## src/rtl/final_soc_sram_reader_if.sv

```systemverilog
// Avalon-MM register-slave bundle between the Nios II data master and the
// SRAM reader. readdata is driven back combinationally by the slave.
interface final_soc_sram_reader_if;
    logic [1:0]  address;
    logic        chipselect;
    logic        read_n;
    logic        write_n;
    logic [31:0] writedata;
    logic [31:0] readdata;

    modport master (
        output address, chipselect, read_n, write_n, writedata,
        input  readdata
    );

    modport slave (
        input  address, chipselect, read_n, write_n, writedata,
        output readdata
    );
endinterface

```

## src/rtl/final_soc_sram_reader.sv

```systemverilog
// CPU-initiated single-word reader for the board's 1M x 16 async SRAM.
// Software loads PTR, writes START, polls DONE, then reads DATA.
//
// state     | meaning
// ----------+--------------------------------------------------------------
// ST_IDLE   | strobes high, PTR/CTRL/COUNT writable, waiting for START
// ST_ACCESS | ce_n/oe_n low, sram_addr frozen, wait_cnt counting down;
//           | capture into DATA on the edge where wait_cnt is zero
module final_soc_sram_reader #(
    parameter int ADDR_W      = 20,
    parameter int DATA_W      = 16,
    parameter int WAIT_CYCLES = 2
) (
    input  logic                    clk,
    input  logic                    reset,
    final_soc_sram_reader_if.slave  bus,
    output logic [ADDR_W-1:0]       sram_addr,
    input  logic [DATA_W-1:0]       sram_dq,
    output logic                    sram_ce_n,
    output logic                    sram_oe_n,
    output logic                    sram_we_n,
    output logic                    sram_ub_n,
    output logic                    sram_lb_n
);

    typedef enum logic {ST_IDLE, ST_ACCESS} state_t;

    localparam logic [3:0] WAIT_INIT = 4'(WAIT_CYCLES);

    state_t              state;
    logic [3:0]          wait_cnt;
    logic [ADDR_W-1:0]   ptr;
    logic [DATA_W-1:0]   data_q;
    logic [15:0]         count;
    logic                busy;
    logic                done;
    logic                autoinc;
    logic                strobe_n;

    logic wr_en;
    logic rd_en;
    logic wr_ptr;
    logic wr_ctrl;
    logic wr_count;
    logic rd_data;
    logic start_req;

    // Upper write-data bits have no register behind them.
    logic unused_wd;
    assign unused_wd = ^bus.writedata[31:ADDR_W];

    assign wr_en     = bus.chipselect & ~bus.write_n;
    assign rd_en     = bus.chipselect & ~bus.read_n;
    assign wr_ptr    = wr_en & (bus.address == 2'd0);
    assign wr_ctrl   = wr_en & (bus.address == 2'd1);
    assign wr_count  = wr_en & (bus.address == 2'd3);
    assign rd_data   = rd_en & (bus.address == 2'd2);
    assign start_req = wr_ctrl & bus.writedata[0];

    // Upper/lower byte enables follow output enable; this block never writes.
    assign sram_ce_n = strobe_n;
    assign sram_oe_n = strobe_n;
    assign sram_ub_n = strobe_n;
    assign sram_lb_n = strobe_n;
    assign sram_we_n = 1'b1;

    // Access FSM plus register file; later assignments give capture priority
    // over a DATA-read DONE clear, and a COUNT write priority over the increment.
    always_ff @(posedge clk or posedge reset) begin
        if (reset) begin
            state     <= ST_IDLE;
            wait_cnt  <= '0;
            ptr       <= '0;
            data_q    <= '0;
            count     <= '0;
            busy      <= 1'b0;
            done      <= 1'b0;
            autoinc   <= 1'b0;
            strobe_n  <= 1'b1;
            sram_addr <= '0;
        end else begin
            if (wr_ctrl)
                autoinc <= bus.writedata[1];
            if (rd_data)
                done <= 1'b0;

            case (state)
                ST_IDLE: begin
                    if (wr_ptr)
                        ptr <= bus.writedata[ADDR_W-1:0];
                    if (start_req) begin
                        state     <= ST_ACCESS;
                        sram_addr <= ptr;
                        busy      <= 1'b1;
                        done      <= 1'b0;
                        wait_cnt  <= WAIT_INIT;
                        strobe_n  <= 1'b0;
                    end
                end
                ST_ACCESS: begin
                    if (wait_cnt == 4'd0) begin
                        state    <= ST_IDLE;
                        data_q   <= sram_dq;
                        done     <= 1'b1;
                        busy     <= 1'b0;
                        strobe_n <= 1'b1;
                        count    <= count + 16'd1;
                        if (autoinc)
                            ptr <= ptr + ADDR_W'(1);
                    end else begin
                        wait_cnt <= wait_cnt - 4'd1;
                    end
                end
                default: state <= ST_IDLE;
            endcase

            if (wr_count)
                count <= '0;
        end
    end

    // Zero-latency read mux, unused bits zero-extended.
    always_comb begin
        bus.readdata = '0;
        case (bus.address)
            2'd0:    bus.readdata[ADDR_W-1:0] = ptr;
            2'd1:    bus.readdata[2:0]        = {autoinc, done, busy};
            2'd2:    bus.readdata[DATA_W-1:0] = data_q;
            default: bus.readdata[15:0]       = count;
        endcase
    end

endmodule

```

## src/flat_wrapper.sv

```systemverilog
// flat-port wrapper written by rule: the top's interface ports become plain ports
module final_soc_sram_reader_flat 
#(
    parameter int ADDR_W      = 20,
    parameter int DATA_W      = 16,
    parameter int WAIT_CYCLES = 2
)
  (clk, reset, sram_addr, sram_dq, sram_ce_n, sram_oe_n, sram_we_n, sram_ub_n, sram_lb_n, bus_address, bus_chipselect, bus_read_n, bus_write_n, bus_writedata, bus_readdata);
  final_soc_sram_reader_if bus_i ();
  input  logic clk;
  input  logic reset;
  output logic [ADDR_W-1:0] sram_addr;
  input  logic [DATA_W-1:0] sram_dq;
  output logic sram_ce_n;
  output logic sram_oe_n;
  output logic sram_we_n;
  output logic sram_ub_n;
  output logic sram_lb_n;
  input wire logic [$bits(bus_i.address)-1:0] bus_address;
  input wire logic [$bits(bus_i.chipselect)-1:0] bus_chipselect;
  input wire logic [$bits(bus_i.read_n)-1:0] bus_read_n;
  input wire logic [$bits(bus_i.write_n)-1:0] bus_write_n;
  input wire logic [$bits(bus_i.writedata)-1:0] bus_writedata;
  output wire logic [$bits(bus_i.readdata)-1:0] bus_readdata;
  assign bus_i.address = bus_address;
  assign bus_i.chipselect = bus_chipselect;
  assign bus_i.read_n = bus_read_n;
  assign bus_i.write_n = bus_write_n;
  assign bus_i.writedata = bus_writedata;
  assign bus_readdata = bus_i.readdata;
  final_soc_sram_reader #(.ADDR_W(ADDR_W), .DATA_W(DATA_W), .WAIT_CYCLES(WAIT_CYCLES)) u_core (.clk(clk), .reset(reset), .bus(bus_i), .sram_addr(sram_addr), .sram_dq(sram_dq), .sram_ce_n(sram_ce_n), .sram_oe_n(sram_oe_n), .sram_we_n(sram_we_n), .sram_ub_n(sram_ub_n), .sram_lb_n(sram_lb_n));
endmodule
```

## config.mk

```make
export PLATFORM = sky130hd
export DESIGN_NAME = final_soc_sram_reader_flat
export DESIGN_NICKNAME = d
export VERILOG_FILES = /design/src/rtl/final_soc_sram_reader_if.sv /design/src/rtl/final_soc_sram_reader.sv /design/src/flat_wrapper.sv
export SDC_FILE = /design/constraint.sdc
export NUM_CORES = 1
export LEC_CHECK = 0
export CAP_MARGIN = 20
export CORE_MARGIN = 2
export CORE_UTILIZATION = 35
export DETAILED_ROUTE_END_ITERATION = 12
export PLACE_DENSITY = 0.6
export SYNTH_ARGS = -nofsm -noshare
export SYNTH_HDL_FRONTEND = slang
export SYNTH_SLANG_ARGS = --single-unit
```

## constraint.sdc

```tcl
create_clock -name clk -period 7.1 [get_ports clk]
set_clock_uncertainty 0.05 [all_clocks]
set_input_delay 1.42 -clock clk [delete_from_list [all_inputs] [get_ports clk]]
set_output_delay 1.42 -clock clk [all_outputs]
set_load 0.01 [all_outputs]
```

Word-level counts from Yosys, hierarchy flattened
Cells that the tools add are included.
{ "totals": {"out_inout_bits": 57, "word_cells": 67, "regBits": 81, "in_bits": 55} }
{ "op_classes": {"bitwise": 10, "add_sub_neg": 3, "n_eq_ne": 8, "n_reduce_logical": 10, "n_mux": 26} }
{ "ops": {"columns": ["operator", "n"], "rows": [
  ["20-bit 2-to-1 mux", 3],
  ["16-bit 2-to-1 mux", 3],
  ["20-bit case mux with 2 select lines", 1],
  ["13-bit case mux with 3 select lines", 1],
  ["20-bit by 1-bit adder with 20-bit output, second input constant", 1],
  ["16-bit by 1-bit adder with 16-bit output, second input constant", 1],
  ["4-bit 2-to-1 mux", 3],
  ["2-bit AND reduction", 5],
  ["1-bit 2-to-1 mux", 9],
  ["3-bit case mux with 3 select lines", 1],
  ["1-bit case mux with 2 select lines", 4],
  ["4-bit case mux with 2 select lines", 1],
  ["1-bit AND", 7],
  ["2-bit inequality test, second input constant", 3],
  ["2-bit == test, second input constant", 2],
  ["4-bit zero test", 1],
  ["2-bit by 1-bit inequality test with 1-bit output, second input constant", 2],
  ["2-bit nonzero test", 2],
  ["4-bit by 1-bit subtractor with 4-bit output, second input constant", 1],
  ["1-bit NOT", 3],
  ["3-bit AND reduction", 1],
  ["2-bit by 1-bit == test with 1-bit output, second input constant", 1],
  ["2-bit zero test", 1]
]} }

Longest topological paths before layout
{ "logic_depth": {"depth_word": 6, "mapped_depth": 9, "ltp_nobuf": 7} }

Worst setup path after synthesis
No wires, ideal clock.
{ "synth_timing": {"kind": "input to output", "start": "input bus_address[0]", "end": "output bus_readdata[10]", "required_ns": 5.630, "path_stages": 4, "t_arrival_ns": 2.411, "n_path_buf": 2, "slack_ns": 3.219, "path_cell_list": "buf_2 buf_2 mux2_2 a22o_1"} }
{ "synth_via": {"elab_chain_len": 2, "word_cells_on_any_way": 4, "cone_classes": "2 x eq/ne; 1 x mux; 1 x reduce/logical"} }
{ "synth_lines": {"columns": ["element", "line", "source"], "rows": [
  ["from (decl)", "flat_wrapper.sv:19", "input wire logic [$bits(bus_i.address)-1:0] bus_address;"],
  ["2-bit == test, or another cell as far along", "final_soc_sram_reader.sv:125", "case (bus.address)"],
  ["13-bit case mux with 3 select lines *", "final_soc_sram_reader.sv:125", null],
  ["to (decl)", "flat_wrapper.sv:24", "output wire logic [$bits(bus_i.readdata)-1:0] bus_readdata;"]
]} }
Mark *: on every way between the ends. The rest lies on a longest branch, timed or not.

Worst setup path after layout
{ "layout_timing": {"start": "input bus_address[1]", "end": "output bus_readdata[11]"} }
Same word-level chain as after synthesis.

==> flow_metrics.tcl <==
set metrics [dict create \
    synth_top_family_by_area "multiplexers" \
    syn_to_final_growth_pct 29.4 \
    clock_path_buffers 2 \
    port_buffers 86 \
    antenna_left 0 \
    routed_wl_mm 10.9 \
    required_ns 5.63 \
    synthTopCellsByArea "dfrtp_1, mux2_2, a21oi_1" \
    yosysMostFrequentCell "dfrtp_1" \
    dieArea_um2 13300 \
    clk_latency_ns 0.34 \
    ir_drop_mv 0.144 \
    num_rows 40 \
    drt_pass1_iterations 4 \
    dominantRegCellSynth "dfrtp_1" \
    gp_congestion 0.811 \
    hold_path.class "flip-flop to flip-flop" \
    vias 3421 \
    multiInputGateArea_um2 2100 \
    path_max_fanout 21 \
    core_area_um2 12100 \
    syn_avg_cell_area_um2 10.7 \
    via_per_inst 5.20 \
    end_kind "primary output" \
    seq_area_frac_synth_pct 46.6 \
    track_usage_pct 17.1 \
    synth_edf_count 0 \
    slew_viol_final 0 \
    yosys.area_share.xor_xnor_pct 2.82 \
    synthArstFlopShare_pct 100 \
    p_leak_uw 0.00235 \
    max_freq_mhz 198 \
    die_h_um 115 \
    numClockSinks 81 \
    grt_max_degree 82 \
    routedWlPerCell_um 16.6 \
    synth.distinct_cells 55 \
    syn_area_um2 4350 \
    ctsHoldBuffers 0 \
    antenna_found_initial 0 \
    rsz0062_at_grt "false" \
    synth_commonest_cells "dfrtp_1, mux2_2, a21oi_1, nand2_1, nor2_1" \
    first_global_vias 3330 \
    synth_fa_ha_area_share_pct 1.15 \
    worst_slew_pin_slew_ns 0.882 \
    ys_warn_count 0 \
    yosysTopAreaCellShare_pct 46.0 \
    min_period_ns 5.06 \
    critPathLaunchType "primary input" \
    grt_overflow 0 \
    syn_inst 408 \
    worst_ep_arrival_time_ns 3.59 \
    ys_ff_latch 81 \
    hold_viol_final 0 \
    die_width_um 115 \
    p_per_area_nw_per_um2 363 \
    grt_pass1_wl_mm 17.5 \
    dp_hpwl_mm 7.52 \
    post_cts_resized 0 \
    fillCellCount 1107 \
    cts_tree "yes" \
    cts_buffers 9 \
    synth_mux_area_share_pct 15.2 \
    drive_gt1_share_pct 18.0 \
    drt_iter0_drc 187 \
    register_area_um2 2030 \
    nNetsFinal 544 \
    synth_area_leader_cell "dfrtp_1" \
    status "finished clean" \
    ios 112 \
    crit_type "primary input to primary output" \
    cts_setup_buffers 0 \
    finalSetupViolCount 0 \
    start_util_pct 36.0 \
    total_power_uw 2040 \
    fin_crit_sh_pct 71.2 \
    synth_compound_area_share_pct 13.0 \
    cts_root_buffer "clkbuf_16" \
    fin_tns_setup_ns 0 \
    drc 0 \
    maxCapViolations 0 \
    h-tree-depth 3 \
    diodes 0 \
    slew_headroom_pct 41.1 \
    synth-simple-area-share_pct 15.1 \
    clk_pin_slew_ns 0.06 \
]
cell type report:
| type | instances | area share, % |
|---|---|---|
| flip-flops and latches | 81 | 36.0 |
| multi-input cells | 290 | 37.3 |
| repair buffers | 93 | 16.6 |
| clock buffers | 11 | 4.49 |
| clock inverters | 5 | 1.11 |
| well taps | 168 | 3.74 |
| inverters | 10 | 0.689 |
metrics by stage:
| stage | cells | utilization (%) | setup WS (ns) | area (um2) | hold slack, ns |
|---|---|---|---|---|---|
| final | 658 | 46.6 | 2.04 | 5630 | 0.453 |
| after global routing | 658 | 46.6 | 1.90 | 5630 | 0.468 |
| after CTS | 657 | 46.4 | 1.99 | 5600 | 0.455 |
| after detailed placement | 641 | 43.8 | 1.99 | 5280 | 0.425 |
| after global placement | 641 | 43.8 | 2.05 | 5280 | 0.432 |
| after floorplan | 419 | - | 3.22 | 4390 | 0.425 |
kinds of logic (layout without fill, tap and decap cells):
logic type	Yosys count	in the layout
compound gates	89	89
xor+xnor	14	14
fa+ha+maj	4	4
buf+inv	48	119
flops	81	81
mux	56	56
other cells	2	13
simple gates	114	114
registers in the layout, summed over array words and instances (netlist names):
name	flops
u_core.wait_cnt	4
u_core.sram_ce_n	1
u_core.autoinc	1
u_core.count	16
u_core.done	1
u_core.sram_addr	20
u_core.data_q	16
u_core.ptr	20
u_core.state	1
u_core.busy	1
worst paths after layout:
kind / start / to / slack, ns / cells after the start
max: bus_address[1] / bus_readdata[11] / 2.04 / 5
min: u_core.data_q[1]$_DFFE_PP0P_ / u_core.data_q[1]$_DFFE_PP0P_ / 0.45 / 1
max reg2reg: u_core.wait_cnt[0]$_DFFE_PP0P_ / u_core.ptr[0]$_DFFE_PP0P_ / 4.37 / 8
min reg2reg: u_core.data_q[1]$_DFFE_PP0P_ / u_core.data_q[1]$_DFFE_PP0P_ / 0.45 / 1
max in group asynchronous: reset / u_core.sram_ce_n$_DFFE_PP1P_ / 4.89 / 4
min in group asynchronous: reset / u_core.data_q[8]$_DFFE_PP0P_ / 1.45 / 3
worst max-delay path, stage by stage:
cell and delay, ns:
clkdlybuf4s50_1 0.40, buf_4 0.21, nor2_2 0.71, a22o_1 0.29, clkdlybuf4s50_1 0.54
cells in the final DEF (no fill, tap or decap), drive strengths merged, types with 3 or more instances in the layout:
cell	count
clkdlybuf4s50	86
dfrtp	80
mux2	49
a21oi	28
nand2	27
nor2	26
o21ai	22
nand3	16
a22o	13
conb	13
clkbuf	11
inv	10
nand4	9
o22ai	7
xnor2	7
xor2	7
buf	7
and3	6
and2	5
nor3	5
or3	4
mux2i	4
ha	4
o32ai	3
a2bb2oi	3
and4	3
mux4	3
report_power, final:
| group | total, uW | switching (uW) | internal, uW |
|---|---|---|---|
| combinational | 719 | 310 | 410 |
| sequential | 841 | 197 | 645 |
| clock | 484 | 191 | 293 |
metal layers:
metal	share of wire, %	GRT usage (%)	up-vias	routed length, um
li1	-	-	1608	-
met1	47	23.8	1691	5120
met2	46	26.6	113	5060
met3	5.6	4.55	9	609
met4	1.1	4.26	0	122
met5	0	0	-	0
Power figures use the tool's default switching activity.
